<file path="src/rtl/operand_fetch_if.sv">
// Issue-stage bus: decoded-instruction handshake, ALU operand/result lanes
// and the debug register-file read port, bundled for operand_fetch.
interface operand_fetch_if #(
    parameter int AW = 3
);
    // instruction handshake
    logic          in_valid;
    logic          in_ready;
    logic [2:0]    in_op;
    logic [2:0]    in_shamt;
    logic [AW-1:0] in_ra;
    logic [AW-1:0] in_rb;
    logic [AW-1:0] in_rd;
    logic          in_we;
    logic          in_use_imm;
    logic [7:0]    in_imm;
    logic          flush;

    // ALU side
    logic [7:0]    alu_a;
    logic [7:0]    alu_b;
    logic [2:0]    alu_op;
    logic [2:0]    alu_shamt;
    logic [7:0]    alu_out;

    // debug read port
    logic [AW-1:0] dbg_addr;
    logic [7:0]    dbg_data;

    // decoder / ALU model side
    modport master (
        output in_valid, in_op, in_shamt, in_ra, in_rb, in_rd,
               in_we, in_use_imm, in_imm, flush, alu_out, dbg_addr,
        input  in_ready, alu_a, alu_b, alu_op, alu_shamt, dbg_data
    );

    // operand-fetch stage side
    modport slave (
        input  in_valid, in_op, in_shamt, in_ra, in_rb, in_rd,
               in_we, in_use_imm, in_imm, flush, alu_out, dbg_addr,
        output in_ready, alu_a, alu_b, alu_op, alu_shamt, dbg_data
    );
endinterface

</file>
<file path="src/rtl/operand_fetch.sv">
// Operand fetch / issue stage in front of the 8-bit ALU.
// Owns the register file, reads or bypasses operands, registers them onto the
// ALU inputs and writes the ALU result back two edges after issue. A consumer
// of the instruction issued on the previous edge is held off for one cycle,
// after which the result is picked up from alu_out through the bypass.
module operand_fetch #(
    parameter int NREGS = 8,
    parameter int AW    = 3
) (
    input logic           clk,
    input logic           rst,
    operand_fetch_if.slave bus
);

    // register file contents, one flop bank per register below
    logic [7:0]    w_regs [NREGS];

    // s1: instruction on the ALU inputs; s2: instruction whose result is on alu_out
    logic          r_s1_valid;
    logic          r_s1_we;
    logic [AW-1:0] r_s1_rd;
    logic          r_s2_valid;
    logic          r_s2_we;
    logic [AW-1:0] r_s2_rd;

    // registered ALU operands
    logic [7:0]    r_alu_a;
    logic [7:0]    r_alu_b;
    logic [2:0]    r_alu_op;
    logic [2:0]    r_alu_shamt;

    logic          w_hz;
    logic          w_ready;
    logic          w_accept;
    logic          w_s2_writes;
    logic          w_wb_en;
    logic          w_byp_a;
    logic          w_byp_b;
    logic [7:0]    w_read_a;
    logic [7:0]    w_read_b;
    logic [7:0]    w_op_b;

    // The previous-edge producer's result does not exist yet, so a consumer
    // must wait one cycle. Operand B only counts when it actually comes from
    // the register file.
    assign w_hz = r_s1_valid && r_s1_we &&
                  ((bus.in_ra == r_s1_rd) ||
                   (!bus.in_use_imm && (bus.in_rb == r_s1_rd)));

    assign w_ready      = !w_hz && !bus.flush;
    assign w_accept     = bus.in_valid && w_ready;
    assign bus.in_ready = w_ready;

    // A result sitting on alu_out is the newest value of s2.rd; it is also what
    // gets written this cycle, so a same-cycle reader sees the new value.
    assign w_s2_writes = r_s2_valid && r_s2_we;
    assign w_wb_en     = w_s2_writes && !bus.flush;
    assign w_byp_a     = w_s2_writes && (r_s2_rd == bus.in_ra);
    assign w_byp_b     = w_s2_writes && (r_s2_rd == bus.in_rb);
    assign w_read_a    = w_byp_a ? bus.alu_out : w_regs[bus.in_ra];
    assign w_read_b    = w_byp_b ? bus.alu_out : w_regs[bus.in_rb];
    assign w_op_b      = bus.in_use_imm ? bus.in_imm : w_read_b;

    // One bank per architectural register; every address is writable.
    for (genvar gi = 0; gi < NREGS; gi++) begin : g_reg
        logic [7:0] r_q;
        logic       w_wen;

        assign w_wen = w_wb_en && (r_s2_rd == AW'(gi));

        // writeback of the s2 result into this register
        always_ff @(posedge clk or posedge rst) begin
            if (rst) begin
                r_q <= '0;
            end else if (w_wen) begin
                r_q <= bus.alu_out;
            end
        end

        assign w_regs[gi] = r_q;
    end

    // advance the in-flight tracking; flush kills both slots
    always_ff @(posedge clk or posedge rst) begin
        if (rst) begin
            r_s1_valid <= 1'b0;
            r_s1_we    <= 1'b0;
            r_s1_rd    <= '0;
            r_s2_valid <= 1'b0;
            r_s2_we    <= 1'b0;
            r_s2_rd    <= '0;
        end else begin
            r_s1_valid <= w_accept;
            r_s1_we    <= bus.in_we;
            r_s1_rd    <= bus.in_rd;
            r_s2_valid <= r_s1_valid && !bus.flush;
            r_s2_we    <= r_s1_we;
            r_s2_rd    <= r_s1_rd;
        end
    end

    // load the ALU operands on accept, otherwise hold them
    always_ff @(posedge clk or posedge rst) begin
        if (rst) begin
            r_alu_a     <= '0;
            r_alu_b     <= '0;
            r_alu_op    <= '0;
            r_alu_shamt <= '0;
        end else if (w_accept) begin
            r_alu_a     <= w_read_a;
            r_alu_b     <= w_op_b;
            r_alu_op    <= bus.in_op;
            r_alu_shamt <= bus.in_shamt;
        end
    end

    assign bus.alu_a     = r_alu_a;
    assign bus.alu_b     = r_alu_b;
    assign bus.alu_op    = r_alu_op;
    assign bus.alu_shamt = r_alu_shamt;

    // debug view of the register file, before any same-cycle writeback
    assign bus.dbg_data = w_regs[bus.dbg_addr];

endmodule

</file>
<file path="src/flat_wrapper.sv">
// flat-port wrapper written by rule: the top's interface ports become plain ports
module operand_fetch_flat 
#(
    parameter int NREGS = 8,
    parameter int AW    = 3
)
  (clk, rst, bus_in_valid, bus_in_op, bus_in_shamt, bus_in_ra, bus_in_rb, bus_in_rd, bus_in_we, bus_in_use_imm, bus_in_imm, bus_flush, bus_alu_out, bus_dbg_addr, bus_in_ready, bus_alu_a, bus_alu_b, bus_alu_op, bus_alu_shamt, bus_dbg_data);
  operand_fetch_if #(.AW(AW)) bus_i ();
  input logic clk;
  input logic rst;
  input wire logic [$bits(bus_i.in_valid)-1:0] bus_in_valid;
  input wire logic [$bits(bus_i.in_op)-1:0] bus_in_op;
  input wire logic [$bits(bus_i.in_shamt)-1:0] bus_in_shamt;
  input wire logic [$bits(bus_i.in_ra)-1:0] bus_in_ra;
  input wire logic [$bits(bus_i.in_rb)-1:0] bus_in_rb;
  input wire logic [$bits(bus_i.in_rd)-1:0] bus_in_rd;
  input wire logic [$bits(bus_i.in_we)-1:0] bus_in_we;
  input wire logic [$bits(bus_i.in_use_imm)-1:0] bus_in_use_imm;
  input wire logic [$bits(bus_i.in_imm)-1:0] bus_in_imm;
  input wire logic [$bits(bus_i.flush)-1:0] bus_flush;
  input wire logic [$bits(bus_i.alu_out)-1:0] bus_alu_out;
  input wire logic [$bits(bus_i.dbg_addr)-1:0] bus_dbg_addr;
  output wire logic [$bits(bus_i.in_ready)-1:0] bus_in_ready;
  output wire logic [$bits(bus_i.alu_a)-1:0] bus_alu_a;
  output wire logic [$bits(bus_i.alu_b)-1:0] bus_alu_b;
  output wire logic [$bits(bus_i.alu_op)-1:0] bus_alu_op;
  output wire logic [$bits(bus_i.alu_shamt)-1:0] bus_alu_shamt;
  output wire logic [$bits(bus_i.dbg_data)-1:0] bus_dbg_data;
  assign bus_i.in_valid = bus_in_valid;
  assign bus_i.in_op = bus_in_op;
  assign bus_i.in_shamt = bus_in_shamt;
  assign bus_i.in_ra = bus_in_ra;
  assign bus_i.in_rb = bus_in_rb;
  assign bus_i.in_rd = bus_in_rd;
  assign bus_i.in_we = bus_in_we;
  assign bus_i.in_use_imm = bus_in_use_imm;
  assign bus_i.in_imm = bus_in_imm;
  assign bus_i.flush = bus_flush;
  assign bus_i.alu_out = bus_alu_out;
  assign bus_i.dbg_addr = bus_dbg_addr;
  assign bus_in_ready = bus_i.in_ready;
  assign bus_alu_a = bus_i.alu_a;
  assign bus_alu_b = bus_i.alu_b;
  assign bus_alu_op = bus_i.alu_op;
  assign bus_alu_shamt = bus_i.alu_shamt;
  assign bus_dbg_data = bus_i.dbg_data;
  operand_fetch #(.NREGS(NREGS), .AW(AW)) u_core (.clk(clk), .rst(rst), .bus(bus_i));
endmodule
</file>
<file path="config.mk">
export PLATFORM = sky130hd
export DESIGN_NAME = operand_fetch_flat
export DESIGN_NICKNAME = d
export VERILOG_FILES = /design/src/rtl/operand_fetch_if.sv /design/src/rtl/operand_fetch.sv /design/src/flat_wrapper.sv
export SDC_FILE = /design/constraint.sdc
export NUM_CORES = 1
export LEC_CHECK = 0
export BUFFER_PORTS_ARGS = -buffer_cell sky130_fd_sc_hd__buf_4
export CAP_MARGIN = 20
export CORE_UTILIZATION = 50
export CTS_CLUSTER_DIAMETER = 200
export CTS_CLUSTER_SIZE = 30
export DETAILED_ROUTE_END_ITERATION = 12
export PLACE_DENSITY = 0.75
export SYNTH_ARGS = -nofsm -noshare
export SYNTH_HDL_FRONTEND = slang
export SYNTH_SLANG_ARGS = --single-unit
</file>
<file path="constraint.sdc">
create_clock -name clk -period 2.91 [get_ports clk]
set_input_delay 0.291 -clock clk [delete_from_list [all_inputs] [get_ports clk]]
set_output_delay 0.291 -clock clk [all_outputs]
set_load 0.03 [all_outputs]
</file>
==> out/results.ini <==
[logic_synthesis]
seq_area_frac_synth = 0.445
yosysTopAreaCellShare = 0.445
synth_flop_cell = dfrtp_1
postSynthCellCount = 402
synth_top_family_by_area = multiplexers
ys_ff_latch = 96
synthArstFlopShare = 1.00
synth_xor_area_frac = 0.0195
syn_avg_cell_area_sq_um = 13.4
synth_fa_ha_area_frac = 0
synth-simple-area-share = 0.0684
ys.warnings.count = 0
synth_compound_gate_area_share = 0.0507
synthDistinctLibCells = 32
syn-num-nets = 442
synthMuxAreaShare = 0.378
yosysTopAreaCell = dfrtp_1
synthTopCellsByArea = dfrtp_1 44%, mux2_2 18%, mux4_2 17%
synth_edf_count = 0
syn_area_sq_um = 5400

[timing]
slew_viol_final = 0
hold_slack_ns = 0.0262
period_share = 0.809
fmax_mhz = 425
worst_pin_slew_ns = 0.939
setup_violations = 0
finClkSkew_ns = 0.00792
report.final.hold_viol_count = 0
tns_ns = 0
grt_setup_unrepaired = false
slew_headroom = 0.369
layout_min_cycle_time_ns = 2.35

[detailed_routing]
drt_iter0_markers = 208
drc = 0
viasPerCell = 6.22
drt_wl_total_mm = 12.6
wl_per_cell_um = 21.2
vias = 3708
ant_nets = 0
firstDrtPassIters = 4

[critical_path]
cpPeakStageDelay_ns = 0.86
critical_path.slowest_cell = nor4_4
path_buf_inv = 0
cp-end-kind = register
worst_setup_path_start_kind = register
path_max_fanout = 16
path_cells = xor2_1 > nor4_4 > nor3_1 > a211oi_1 > o31ai_1
critPathRequiredTime_ns = 3.14
path_class = register to register
crit_family = simple AND/OR/NAND/NOR gates
worstPathArrival_ns = 2.58

[cts]
postCtsHoldBufs = 0
numCtsBuffers = 9
ctsResizeCount = 0
cts_buffer_depth = 2
cts_tree = built
clkTransAtPathRegs_ns = 0.09
cts_sinks = 96
postCtsSetupBuffers = 0
h-tree-depth = 3
cts-root-buf = clkbuf_8
insertion_delay_ns = 0.37

[final_layout]
fin_cells = 596
final_layout_size_suffix_gt1_frac = 0.496
nFillCells = 856
seq_area_sq_um = 2400
final_cell_mix = 96 x dfrtp_1, 88 x mux2_2, 77 x buf_4, 40 x mux4_2, 31 x nand2_1
final_common_cell = dfrtp_1
design_area_sq_um = 6180
synthToLayoutAreaGrowth_pct = 14.4
nNetsFinal = 496
diodes = 0
multi_input_area_sq_um = 2790

[global_route]
grt_max_degree = 97
grt_first_pass_wirelength_mm = 19.8
first_global_vias = 3498
antenna_found_initial = 0
grtUsageTotal = 0.238
grt_overflow_total = 0

[place]
gp_congestion = 0.818
dp_hpwl_mm = 8.58
portBuffers = 70
dp.cells = 581
placed_area_sq_um = 5970

[floorplan]
die_h_um = 106
core_area_sq_um = 10400
die_x_um = 106
start_util = 0.518
die_area_sq_um = 11200
num_rows = 37
top_level_ports = 71

[pwr]
p_per_area_nw_per_um2 = 518
power_leakage_nw = 2.85
ir_drop_v = 0.000249

[run_status]
status = completed

[hold_path]
worstHoldPathType = input pin to async pin

[run]
maxCapViolCount = 0

## worst min-delay path, delay by kind of cell
kind / cells / cell delay [ns]
buf+inv: 3 / 0.56
## sequential cells by signal, summed over array words and instances (netlist names)
register and cells:
u_core.bus.alu_b 8, u_core.r_s2_we 1, u_core.bus.alu_op 3, u_core.bus.alu_a 8, u_core.g.r_q 64, u_core.r_s1_valid 1
u_core.r_s1_rd 3, u_core.r_s2_rd 3, u_core.bus.alu_shamt 3, u_core.r_s1_we 1, u_core.r_s2_valid 1
## stage by stage
step	setup WS (ns)	total power (W)	utilization
3_5_place_dp	0.610	0.00232	0.573
6_report	0.555	0.00320	0.593
4_1_cts	0.592	0.00322	0.593
3_3_place_gp	0.619	0.00229	0.573
2_1_floorplan	0.114	0.00208	-
5_1_grt	0.427	0.00334	0.593
## cell usage after synthesis, types with 9 or more instances
cell and n:
buf_1 9, buf_2 12, dfrtp_1 96, mux2_2 88, mux4_2 40, nand2_1 31, nor2_1 12, nor2b_1 9
nor3_1 9, o21ai_0 13, xor2_1 10
## kinds of logic after synthesis
group / count (synthesis)
AOI/OAI and AO/OA: 42
xor gates and xnor gates: 12
buffers and inverters: 38
and+or+nand+nor: 72
muxes: 142
DFF: 96
## per-layer routing
metal,global-route usage,part of all wire,up-vias
met5,0,0,-
li1,-,-,1609
met2,0.354,0.46,156
met3,0.0288,0.059,13
met1,0.360,0.46,1930
met4,0.0923,0.020,0
## area by class of cell
cell class | count | share of cell area
flip-flops and latches | 96 | 0.389
clock buffers | 12 | 0.0267
clock inverters | 3 | 0.00648
repair buffers | 78 | 0.0968
inverters | 3 | 0.00203
multi-input cells | 268 | 0.451
well taps | 136 | 0.0276
## worst paths after layout
path,start,endpoint,slack [ns],depth (start not counted)
worst max-delay path,u_core.r_s2_rd[2],u_core.bus.alu_b[1],0.56,5
worst min-delay path,rst,u_core.g_reg[3].r_q[1],0.03,3
worst max register to register,u_core.r_s2_rd[2],u_core.bus.alu_b[1],0.56,5
worst min register to register,u_core.r_s1_we,u_core.r_s2_we,0.39,0
max in group asynchronous,rst,u_core.g_reg[4].r_q[0],2.48,3
min in group clk,bus_in_rd[1],u_core.r_s1_rd[1],0.03,1
## power breakdown
group	switching, W	leakage [nW]	internal (W)	total [W]
Clock	0.000449	0.108	0.000460	0.000909
Sequential	0.000104	1.26	0.00146	0.00156
Combinational	0.000371	1.47	0.000353	0.000724
Total	0.000924	2.85	0.00227	0.00320
No activity file was read; power rests on OpenSTA's default activity.
